--- config.mk ---
export PLATFORM = sky130hd
export DESIGN_NAME = top_primitive
export DESIGN_NICKNAME = d
export VERILOG_FILES = /design/src/rtl/top_primitive.sv
export SDC_FILE = /design/constraint.sdc
export NUM_CORES = 1
export LEC_CHECK = 0
export CAP_MARGIN = 0
export CORE_MARGIN = 5
export CORE_UTILIZATION = 45
export CTS_BUF_LIST = sky130_fd_sc_hd__clkbuf_4 sky130_fd_sc_hd__clkbuf_8
export DETAILED_ROUTE_END_ITERATION = 10
export DONT_BUFFER_PORTS = 1
export GPL_ROUTABILITY_DRIVEN = 0
export GPL_TIMING_DRIVEN = 0
export PLACE_DENSITY_LB_ADDON = 0.2
export SLEW_MARGIN = 40
export SYNTH_ARGS = -nofsm -noshare
export SYNTH_HDL_FRONTEND = slang
export SYNTH_SLANG_ARGS = --single-unit
export TNS_END_PERCENT = 50
--- constraint.sdc ---
create_clock -name clk -period 3.74 [get_ports clk]
set_input_delay 0 -clock clk [delete_from_list [all_inputs] [get_ports clk]]
set_output_delay 0 -clock clk [all_outputs]
set_load 0.05 [all_outputs]
--- src/rtl/top_primitive.sv ---
// Two-stage saturating 4-bit multiply-accumulate: out1 = min(in1*in2 + in3, 2**W-1).
// Stage 1 registers the operands; stage 2 multiplies, adds, saturates and registers the result.
module top_primitive #(
    parameter int unsigned W = 4
) (
    input  logic         clk,
    input  logic         rst,
    input  logic [W-1:0] in1,
    input  logic [W-1:0] in2,
    input  logic [W-1:0] in3,
    output logic [W-1:0] out1
);

    localparam int unsigned PW = 2 * W;
    localparam int unsigned SW = 2 * W + 1;

    logic [W-1:0]  r1_q, r2_q, r3_q;
    logic [W-1:0]  out1_q, out1_d;
    logic [PW-1:0] pp [W];
    logic [PW-1:0] sum_lo, sum_hi, prod;
    logic [SW-1:0] sum;

    always_ff @(posedge clk or posedge rst) begin
        if (rst) begin
            r1_q <= '0;
            r2_q <= '0;
            r3_q <= '0;
        end else begin
            r1_q <= in1;
            r2_q <= in2;
            r3_q <= in3;
        end
    end

    // Shift-and-add array: row i is r2 gated by bit i of r1, weighted by 2**i.
    always_comb begin
        for (int i = 0; i < W; i++) begin
            pp[i] = PW'({W{r1_q[i]}} & r2_q) << i;
        end
    end

    // Two-level tree: each half of the rows is summed, then the halves are combined.
    always_comb begin
        sum_lo = '0;
        sum_hi = '0;
        for (int i = 0; i < W; i++) begin
            if (i < W / 2) begin
                sum_lo = sum_lo + pp[i];
            end else begin
                sum_hi = sum_hi + pp[i];
            end
        end
        prod = sum_lo + sum_hi;
    end

    // Compare at full width so large products can never alias into the unsaturated range.
    always_comb begin
        sum    = SW'(prod) + SW'(r3_q);
        out1_d = (sum > SW'((1 << W) - 1)) ? {W{1'b1}} : sum[W-1:0];
    end

    always_ff @(posedge clk or posedge rst) begin
        if (rst) begin
            out1_q <= '0;
        end else begin
            out1_q <= out1_d;
        end
    end

    assign out1 = out1_q;

endmodule

==> results by group <==
Power and ir drop
  • Power per cell area: 359.3 nW/um2
  • Leak Pwr: 0.5460 nW
  • Total Power: 0.4096 mW
  • VDD IR-drop max: 0.2542 mV

Floorplan
  • Chip width: 55.88 um
  • Chip Height: 55.88 um
  • Initial Util: 47.79%
  • Boundary Pins: 18
  • Cell Rows: 16
  • Die area: 3123 um2
  • Core area: 1982 um2

STA
  • Final min period: 3.528 ns
  • Clock Skew: 0.002060 ns
  • Slew HR: 61.71%
  • Max Clock Freq: 0.2835 GHz
  • Final Setup Violations: 0
  • Final Cycle Share: 94.32%
  • Final hold violations: 0
  • Worst slew pin tran: 0.5737 ns
  • Hold_ws: 0.2256 ns
  • Fin. max-slew vios: 0
  • RSZ-0062 raised after global routing: false
  • Setup TNS: 0 ns

Cells and area
  • Commonest non-fill, non-tap cell in the layout: dfrtp_1
  • Area growth syn-to-layout: 20.34%
  • Final net count: 131
  • Most frequent cells in the layout: 16 x dfrtp_1, 13 x dlygate4sd3_1, 12 x ha_1
  • Share of layout cells above drive strength 1: 8.247%
  • N_diodes: 0

Synthesis
  • Compound-Gate Fraction of Synth Area: 7.530%
  • Synth Area in Adders: 28.53%
  • Post-Synthesis Cell Area: 947.2 um2
  • Syn Nets: 113
  • Syn avg cell area: 11.69 um2
  • Yosys reg bits: 16
  • YS warnings: 0
  • Mux share of post-synthesis cell area: 0%
  • Main combinational cell family by area after synthesis: adder cells
  • Syn Inst Count: 81
  • Post-Synth XOR/XNOR Area: 2.774%
  • Simple-gate portion of the synthesized area: 15.72%
  • Netlist cell types: 21
  • Register area share after synthesis: 42.27%

Worst setup path
  • Setup CP Type: reg2reg
  • Crit start category: flip-flop
  • CP Data Arrival Time: 3.68 ns
  • Worst Path Required: 3.89 ns
  • Setup crit end kind: flip-flop
  • CP max FO: 4

Global routing
  • Initial antenna violation count: 0
  • Largest net degree at the start of global routing: 17
  • Busiest grt layer: met2
  • GR Layer Usage met2: 19.76%
  • GR Util met3: 1.392%
  • Grt met1 use: 15.07%
  • Total Routing Usage GR: 11.72%
  • Gr ovfl total: 0
  • Vias in the first global route: 667
  • First-pass GRT wire length: 2877 um

Clocking
  • Setup bufs post-CTS: 0
  • Num CTS Buffers: 3
  • CTS tree: yes
  • Root Buffer: clkbuf_4
  • H-tree depth: 1
  • Clk slew on worst S/H paths: 0.08 ns
  • Clock sink count: 16
  • Worst-case clock buffer depth: 2
  • Worst-Skew Late Latency: 0.27 ns

Outcome
  • Status: finished clean

Placement
  • IO Port Bufs: 0
  • Dpl hpwl: 1255 um

Detailed routing
  • WL final: 1553 um
  • Routed vias/inst: 5.008
  • DRT Pass-1 Iters: 4
  • # DRC: 0
  • Final ANT Viol Nets: 0
  • DR WL/cell: 12.52 um
  • Via count: 621
  • Initial detailed-routing violation count: 5

Job
  • Max Cap Violations: 0

Worst hold path
  • Worst Hold Class: in2async
[power breakdown]
| part | internal (mW) | switching [mW] | total (mW) |
|---|---|---|---|
| logic | 0.0562 | 0.0544 | 0.111 |
| registers | 0.185 | 0.0298 | 0.215 |
| clock network | 0.0373 | 0.0467 | 0.0840 |
| total | 0.279 | 0.131 | 0.410 |
[critical path, cell delays in order, from the launching register on]
cell and delay, ns:
dfrtp_1 0.42, and2_1 0.17, ha_1 0.22, fa_1 0.42, xnor2_1 0.17, fa_1 0.48
inv_1 0.04, ha_1 0.28, ha_1 0.19, nor4_2 0.26, o21ai_1 0.09, a21o_1 0.19
or4_1 0.47
[layout make-up]
cell class	count	area, um2
clock buffer	3	22.52
sequential	16	400.4
multi-input combinational	57	523.0
tap	27	33.78
inverter	8	30.03
timing repair buffer	13	130.1
fill	171	842.1
[cells in the mapped netlist]
cell type / n / share of area [%]
and2_1: 9 / 5.9
or3_2: 3 / 2.4
fa_1: 6 / 13
o21ai_1: 1 / 0.53
xor2_1: 1 / 0.92
a211o_1: 1 / 0.92
ha_1: 12 / 16
nor4_1: 1 / 0.66
xnor2_1: 2 / 1.8
nand2_1: 7 / 2.8
o22a_1: 1 / 0.92
dfrtp_1: 16 / 42
inv_1: 8 / 3.2
or2_2: 1 / 0.66
a21oi_1: 4 / 2.1
nand3b_1: 1 / 0.79
a21o_1: 3 / 2.4
or4_1: 1 / 0.79
nor2b_1: 1 / 0.66
and4b_1: 1 / 1.1
a31oi_1: 1 / 0.66
[what timing repair did]
item | CTS | global route
setup endpoints to repair | 0 | 1
hold buffers | 13 | 0
gates resized for setup | 0 | 1
endpoints found under the hold margin | 28 | 0
[per-layer routing]
layer / vias up / routed length [um]
met5: - / 0
met4: 0 / 14
met3: 2 / 34
met2: 8 / 784
met1: 304 / 719
li1: 307 / -
[sequential cells by signal, indices dropped and copies added (netlist names)]
signal,cells
r1_q,4
r2_q,4
r3_q,4
out1,4
[kinds of logic (layout without fill, tap and decap cells)]
kind of cell / count (synthesis) / after routing
AND/OR/NAND/NOR: 25 / 25
adder cells (fa/ha/maj): 18 / 18
flip-flops: 16 / 16
AO/OA/AOI/OAI: 11 / 11
buffers and inverters: 8 / 24
XOR/XNOR: 3 / 3
[stage by stage]
stage	worst slack [ns]	cell area (um2)	utilization [%]	cells
after floorplan	0.4360	947.2	-	81
after global placement	0.2080	980.9	49.49	108
after detailed placement	0.1875	980.9	49.49	108
after CTS	0.1751	1134	57.20	124
after global routing	0.06840	1140	57.51	124
final	0.2125	1140	57.51	124
[path summary, 6_finish.rpt]
kind	startpoint	end	slack, ns	cells past startpoint
min in group clk	in3[0]	r3_q[0]	0.28	1
worst max-delay path	r2_q[1]	out1[3]	0.21	12
max in group asynchronous	rst	r2_q[0]	3.14	2
worst min register to register	r3_q[0]	out1[0]	0.60	2
worst min-delay path	rst	r3_q[0]	0.23	2
worst max register to register	r2_q[1]	out1[3]	0.21	12
Note: power is estimated with default switching activity, not from simulation.
